[src/rtl/cpu_program_loader_if.sv]
// Program byte stream into the loader and the CPU memory write port out of it.
interface cpu_program_loader_if #(
   parameter int DATA_W = 8,
   parameter int ADDR_W = 5
);
   logic              s_valid;
   logic [DATA_W-1:0] s_data;
   logic              s_last;
   logic              s_ready;
   logic              mem_we;
   logic [ADDR_W-1:0] mem_addr;
   logic [DATA_W-1:0] mem_wdata;

   modport master (
      output s_valid,
      output s_data,
      output s_last,
      input  s_ready,
      input  mem_we,
      input  mem_addr,
      input  mem_wdata
   );

   modport slave (
      input  s_valid,
      input  s_data,
      input  s_last,
      output s_ready,
      output mem_we,
      output mem_addr,
      output mem_wdata
   );
endinterface

[src/rtl/cpu_program_loader.sv]
// Boot stage: streams a program into CPU memory from address 0,
// starts the CPU and times the run until it reports done.
module cpu_program_loader #(
   parameter int DATA_W     = 8,
   parameter int ADDR_W     = 5,
   parameter int CNT_W      = 16,
   parameter int MAX_CYCLES = 60000
) (
   input  logic                 clk,
   input  logic                 rst,
   input  logic                 load,
   cpu_program_loader_if.slave  bus,
   output logic                 cpu_start,
   input  logic                 cpu_done,
   output logic                 busy,
   output logic                 run_done,
   output logic [1:0]           error,
   output logic [ADDR_W:0]      words_loaded,
   output logic [CNT_W-1:0]     run_cycles
);
   typedef enum logic [2:0] {
      S_IDLE,
      S_LOAD,
      S_START,
      S_RUN,
      S_DONE,
      S_ERROR
   } state_t;

   localparam logic [ADDR_W-1:0] LAST_ADDR = '1;
   localparam logic [CNT_W-1:0]  MAX_CNT   = CNT_W'(MAX_CYCLES);

   state_t              r_state;
   logic [ADDR_W-1:0]   r_addr;
   logic                r_mem_we;
   logic [ADDR_W-1:0]   r_mem_addr;
   logic [DATA_W-1:0]   r_mem_wdata;
   logic                r_cpu_start;
   logic                r_busy;
   logic                r_run_done;
   logic [1:0]          r_error;
   logic [ADDR_W:0]     r_words;
   logic [CNT_W-1:0]    r_run_cycles;

   logic                w_ready;
   logic                w_xfer;
   logic [CNT_W-1:0]    w_cnt_nxt;

   assign w_ready   = (r_state == S_LOAD);
   assign w_xfer    = bus.s_valid & w_ready;
   assign w_cnt_nxt = r_run_cycles + CNT_W'(1);

   always_ff @(posedge clk or negedge rst) begin
      if (!rst) begin
         r_state      <= S_IDLE;
         r_addr       <= '0;
         r_mem_we     <= 1'b0;
         r_mem_addr   <= '0;
         r_mem_wdata  <= '0;
         r_cpu_start  <= 1'b0;
         r_busy       <= 1'b0;
         r_run_done   <= 1'b0;
         r_error      <= 2'b00;
         r_words      <= '0;
         r_run_cycles <= '0;
      end else begin
         r_mem_we    <= 1'b0;
         r_cpu_start <= 1'b0;
         unique case (r_state)
            S_IDLE, S_DONE, S_ERROR: begin
               if (load) begin
                  r_state      <= S_LOAD;
                  r_addr       <= '0;
                  r_words      <= '0;
                  r_run_cycles <= '0;
                  r_error      <= 2'b00;
                  r_run_done   <= 1'b0;
                  r_busy       <= 1'b1;
               end
            end
            S_LOAD: begin
               if (w_xfer) begin
                  r_mem_we    <= 1'b1;
                  r_mem_addr  <= r_addr;
                  r_mem_wdata <= bus.s_data;
                  r_addr      <= r_addr + ADDR_W'(1);
                  r_words     <= r_words + (ADDR_W+1)'(1);
                  if (bus.s_last) begin
                     r_state <= S_START;
                  end else if (r_addr == LAST_ADDR) begin
                     // memory full without an end marker: stop, never wrap
                     r_state <= S_ERROR;
                     r_error <= 2'b01;
                     r_busy  <= 1'b0;
                  end
               end
            end
            S_START: begin
               r_cpu_start  <= 1'b1;
               r_run_cycles <= CNT_W'(1);
               r_state      <= S_RUN;
            end
            S_RUN: begin
               if (cpu_done) begin
                  r_state    <= S_DONE;
                  r_run_done <= 1'b1;
                  r_busy     <= 1'b0;
               end else begin
                  r_run_cycles <= w_cnt_nxt;
                  if (w_cnt_nxt == MAX_CNT) begin
                     r_state <= S_ERROR;
                     r_error <= 2'b10;
                     r_busy  <= 1'b0;
                  end
               end
            end
            default: r_state <= S_IDLE;
         endcase
      end
   end

   assign bus.s_ready   = w_ready;
   assign bus.mem_we    = r_mem_we;
   assign bus.mem_addr  = r_mem_addr;
   assign bus.mem_wdata = r_mem_wdata;
   assign cpu_start     = r_cpu_start;
   assign busy          = r_busy;
   assign run_done      = r_run_done;
   assign error         = r_error;
   assign words_loaded  = r_words;
   assign run_cycles    = r_run_cycles;
endmodule

[src/flat_wrapper.sv]
// flat-port wrapper written by rule: the top's interface ports become plain ports
module cpu_program_loader_flat 
#(
   parameter int DATA_W     = 8,
   parameter int ADDR_W     = 5,
   parameter int CNT_W      = 16,
   parameter int MAX_CYCLES = 60000
)
  (clk, rst, load, cpu_start, cpu_done, busy, run_done, error, words_loaded, run_cycles, bus_s_valid, bus_s_data, bus_s_last, bus_s_ready, bus_mem_we, bus_mem_addr, bus_mem_wdata);
  cpu_program_loader_if #(.DATA_W(DATA_W), .ADDR_W(ADDR_W)) bus_i ();
  input  logic clk;
  input  logic rst;
  input  logic load;
  output logic cpu_start;
  input  logic cpu_done;
  output logic busy;
  output logic run_done;
  output logic [1:0] error;
  output logic [ADDR_W:0] words_loaded;
  output logic [CNT_W-1:0] run_cycles;
  input wire logic [$bits(bus_i.s_valid)-1:0] bus_s_valid;
  input wire logic [$bits(bus_i.s_data)-1:0] bus_s_data;
  input wire logic [$bits(bus_i.s_last)-1:0] bus_s_last;
  output wire logic [$bits(bus_i.s_ready)-1:0] bus_s_ready;
  output wire logic [$bits(bus_i.mem_we)-1:0] bus_mem_we;
  output wire logic [$bits(bus_i.mem_addr)-1:0] bus_mem_addr;
  output wire logic [$bits(bus_i.mem_wdata)-1:0] bus_mem_wdata;
  assign bus_i.s_valid = bus_s_valid;
  assign bus_i.s_data = bus_s_data;
  assign bus_i.s_last = bus_s_last;
  assign bus_s_ready = bus_i.s_ready;
  assign bus_mem_we = bus_i.mem_we;
  assign bus_mem_addr = bus_i.mem_addr;
  assign bus_mem_wdata = bus_i.mem_wdata;
  cpu_program_loader #(.DATA_W(DATA_W), .ADDR_W(ADDR_W), .CNT_W(CNT_W), .MAX_CYCLES(MAX_CYCLES)) u_core (.clk(clk), .rst(rst), .load(load), .bus(bus_i), .cpu_start(cpu_start), .cpu_done(cpu_done), .busy(busy), .run_done(run_done), .error(error), .words_loaded(words_loaded), .run_cycles(run_cycles));
endmodule
[config.mk]
export PLATFORM = sky130hd
export DESIGN_NAME = cpu_program_loader_flat
export DESIGN_NICKNAME = d
export VERILOG_FILES = /design/src/rtl/cpu_program_loader_if.sv /design/src/rtl/cpu_program_loader.sv /design/src/flat_wrapper.sv
export SDC_FILE = /design/constraint.sdc
export NUM_CORES = 1
export LEC_CHECK = 0
export BUFFER_PORTS_ARGS = -buffer_cell sky130_fd_sc_hd__buf_2
export CAP_MARGIN = 10
export CORE_MARGIN = 1
export CORE_UTILIZATION = 54
export CTS_CLUSTER_DIAMETER = 40
export DETAILED_ROUTE_END_ITERATION = 16
export PLACE_DENSITY = 0.83
export RECOVER_POWER = 100
export SETUP_SLACK_MARGIN = 0.2
export SKIP_CTS_REPAIR_TIMING = 1
export SYNTH_ARGS = -nofsm -noshare
export SYNTH_HDL_FRONTEND = slang
export SYNTH_SLANG_ARGS = --single-unit
export TNS_END_PERCENT = 30
[constraint.sdc]
create_clock -name clk -period 2.6 [get_ports clk]
set_clock_uncertainty 0.05 [all_clocks]
set_input_delay 0 -clock clk [delete_from_list [all_inputs] [get_ports clk]]
set_output_delay 0 -clock clk [all_outputs]
set_load 0.03 [all_outputs]
==> flow_summary.json <==
{
  "grt_start_max_net_pins": 21,
  "power_switching_share_pct": 45.8,
  "grt_use_total_pct": 24.5,
  "h-tree-depth": 2,
  "clock.fmax_ghz": 0.431,
  "timing.critical_path.arrival_ns": 2.51,
  "drtPass1Iterations": 5,
  "num-nets-final": 360,
  "dominantRegCellSynth": "sky130_fd_sc_hd__dfrtp_1",
  "chipHeight_um": 69.6,
  "post-place-ws_ns": 0.358,
  "netlist-cell-type-count": 44,
  "worst_slew_pin_slew_ns": 1.06,
  "grt_overflow": 0,
  "drt_first_iter_violations": 224,
  "clock-root-buffer": "sky130_fd_sc_hd__clkbuf_8",
  "worst_setup_hold_path_clk_slew_ns": 0.09,
  "num-fill-cells": 387,
  "p_per_area_nw_per_um2": 903,
  "synth_edf_count": 0,
  "die_area_um2": 4850,
  "vias_per_cell": 5.82,
  "finalSetupViolations": 0,
  "power_frac_clock_pct": 17.1,
  "power.net_switching_w": 0.00122,
  "initial_antenna_violation_count": 0,
  "final-max-slew-violation-count": 0,
  "synth-seq-area-share_pct": 49.6,
  "synth.net_count": 291,
  "cellLeakagePower_nw": 1.35,
  "min-delay-path-class": "in2reg",
  "grt_pass1_vias": 2094,
  "ios": 56,
  "num_antenna_cells": 0,
  "layout_cells_sized_above_1_pct": 10.2,
  "hold-path-cell-count": 4,
  "initial_core_util_pct": 56.3,
  "final_period_utilization_pct": 89.3,
  "placement.io_buffers": 55,
  "postSynthCellCount": 273,
  "cp.required_ns": 2.79,
  "worst-r2r-cell-count": 8,
  "gp_routability_congestion": 0.934,
  "mostFrequentLayoutCell": "sky130_fd_sc_hd__nand2_1",
  "cts.path.max_buffers": 2,
  "layout.cells.most_common_list": "sky130_fd_sc_hd__nand2_1, sky130_fd_sc_hd__dfrtp_1, sky130_fd_sc_hd__clkbuf_1, sky130_fd_sc_hd__o21ai_0, sky130_fd_sc_hd__nor2_1",
  "worst_path_max_delay_cell": "sky130_fd_sc_hd__dfrtp_2",
  "postLayoutSetupSlackWorst_ns": 0.278,
  "grt_setup_unrepaired": "no",
  "post_synthesis_sequential_element_count": 49,
  "post_route_antenna_net_violation_count": 0,
  "timing.setup.critical_path_class": "reg2reg",
  "syn-mean-instance-area_um2": 9.05,
  "finalHoldViolCount": 0,
  "cts_inserted_buffers": 5,
  "synth_async_sr_flop_share_pct": 100,
  "routedWlPerCell_um": 15.0,
  "timing.max_cap.violations": 0,
  "detail_placement_hpwl_um": 3950,
  "timing.critical_path.max_delay_family": "simple AND/OR/NAND/NOR gates",
  "critical_path.max_fanout": 9,
  "vias_after_detailed_routing": 2297,
  "final.setup.tns_ns": 0,
  "clock_latency_ns": 0.31,
  "cts.sink_count": 49,
  "cpPeakStageDelay_ns": 0.48,
  "syn_to_final_growth_pct": 19.1,
  "critical_path.cell_chain": "ha_1 -> buf_4 -> xnor2_1 -> nand4_1 -> a221oi_2 -> nand4_1 -> or3_1 -> a21oi_1",
  "max-slew-margin-rel_pct": 29.3,
  "start_kind": "flip-flop",
  "timing.final.crit_period_ns": 2.32,
  "cp_num_cells": 8,
  "timing.critical_path.to_type": "flip-flop",
  "global_route_wire_length_before_repair_um": 9480,
  "path_common_cell": "sky130_fd_sc_hd__nand4_1",
  "outcome": "completed",
  "placeableCoreArea_um2": 4380,
  "yosys_warnings": 0,
  "drt_total_wl_um": 5940,
  "comb_power_share_pct": 42.5,
  "mapped_cell_area_um2": 2470,
  "vdd.ir_drop.worst_mv": 0.654,
  "power_report.internal_total_w": 0.00144,
  "tritoncts": "done",
  "die_w_um": 69.6,
  "seq_power_share_pct": 40.4,
  "detail_route.drc_violations": 0,
  "critical_path.n_buffers_inverters": 1,
  "rows": 24
}
## cells by family after synthesis
family / Yosys count / synth area share, %
compound gates: 62 / 15.7
xor+xnor: 10 / 3.55
fa+ha+maj: 4 / 2.03
buf+inv: 17 / 3.29
flops: 49 / 49.6
mux: 2 / 0.811
simple gates: 129 / 25.0
## power by group through the flow
stage / Combinational, W / Clock, W / Sequential [W]
global route: 0.00124 / 0.000493 / 0.00109
CTS: 0.00117 / 0.000459 / 0.00107
finish: 0.00113 / 0.000454 / 0.00107
floorplan: 0.000578 / 0 / 0.00131
global placement: 0.00113 / 0 / 0.00107
detailed placement: 0.00116 / 0 / 0.00108
## worst min-delay path, cell delays in order
cell	delay [ns]
sky130_fd_sc_hd__buf_2	0.09
sky130_fd_sc_hd__nand2_1	0.08
sky130_fd_sc_hd__a21oi_1	0.15
sky130_fd_sc_hd__nor2_1	0.05
## cells in the mapped netlist, types with 2 or more instances
library cell | count | area share (%)
sky130_fd_sc_hd__or3_1 | 2 | 0.51
sky130_fd_sc_hd__inv_1 | 4 | 0.61
sky130_fd_sc_hd__a31oi_1 | 4 | 1.0
sky130_fd_sc_hd__and3_1 | 7 | 1.8
sky130_fd_sc_hd__clkbuf_1 | 9 | 1.4
sky130_fd_sc_hd__o21ai_0 | 27 | 5.5
sky130_fd_sc_hd__nor3_1 | 2 | 0.41
sky130_fd_sc_hd__xnor2_1 | 2 | 0.71
sky130_fd_sc_hd__nor2_1 | 23 | 3.5
sky130_fd_sc_hd__o41ai_1 | 2 | 0.71
sky130_fd_sc_hd__or2b_1 | 2 | 0.61
sky130_fd_sc_hd__a21oi_1 | 12 | 2.4
sky130_fd_sc_hd__nor3b_1 | 3 | 0.91
sky130_fd_sc_hd__buf_2 | 2 | 0.41
sky130_fd_sc_hd__dfrtp_1 | 49 | 50
sky130_fd_sc_hd__ha_1 | 4 | 2.0
sky130_fd_sc_hd__nor2b_1 | 2 | 0.51
sky130_fd_sc_hd__nand3_1 | 9 | 1.8
sky130_fd_sc_hd__nand2_1 | 61 | 9.3
sky130_fd_sc_hd__nand4_1 | 8 | 2.0
sky130_fd_sc_hd__o31ai_1 | 2 | 0.61
sky130_fd_sc_hd__xor2_1 | 8 | 2.8
sky130_fd_sc_hd__a221oi_1 | 2 | 0.71
sky130_fd_sc_hd__mux2i_1 | 2 | 0.81
sky130_fd_sc_hd__a22o_1 | 5 | 1.8
sky130_fd_sc_hd__buf_6 | 2 | 0.91
## path summary, 6_finish.rpt
| kind | startpoint | endpoint | slack, ns |
|---|---|---|---|
| max in group asynchronous | rst | u_core.run_cycles[0] | 0.63 |
| hold reg to reg | u_core.bus.mem_addr[2] | u_core.bus.mem_addr[2] | 0.44 |
| hold / removal | load | u_core.run_done | 0.05 |
| setup / recovery | u_core.run_cycles[0] | u_core.error[1] | 0.28 |
| min in group asynchronous | rst | u_core.bus.mem_wdata[0] | 0.32 |
| setup reg to reg | u_core.run_cycles[0] | u_core.error[1] | 0.28 |
## state kept, by name, summed over array words and instances, names as in the netlist
| signal | flops |
|---|---|
| u_core.words_loaded | 6 |
| u_core.run_done | 1 |
| u_core.bus.mem_wdata | 8 |
| u_core.cpu_start | 1 |
| u_core.bus.mem_addr | 5 |
| u_core.r_state | 3 |
| u_core.r_addr | 5 |
| u_core.bus.mem_we | 1 |
| u_core.error | 2 |
| u_core.run_cycles | 16 |
| u_core.busy | 1 |
## layout make-up
cell class	count	area (um^2)	share of cell area, %
Sequential cell	49	1230	41.8
Multi-Input combinational cell	207	1160	39.5
Timing Repair Buffer	75	380	12.9
Clock buffer	5	68.8	2.34
Tap cell	52	65.1	2.21
Clock inverter	3	22.5	0.766
Inverter	4	15.0	0.510
## metal layers
layer | routed length [um] | share of wire, % | GRT usage (%)
met5 | 0 | 0 | 0
met4 | 155 | 2.6 | 11.6
met3 | 370 | 6.2 | 5.23
met2 | 2780 | 47 | 38.7
met1 | 2640 | 44 | 32.4
## metrics by stage
stage                     util (%)  power, W  instances  hold WS [ns]  cell area (um^2)
after floorplan                  -   0.00189        273        -0.346              2480
after global placement        64.3   0.00220        376       -0.0972              2820
after detailed placement      64.3   0.00224        376       -0.0982              2820
after CTS                     66.4   0.00269        384        -0.435              2910
after global routing          67.1   0.00282        395        0.0600              2940
final                         67.1   0.00266        395        0.0489              2940
(Power assumes the default switching activity.)
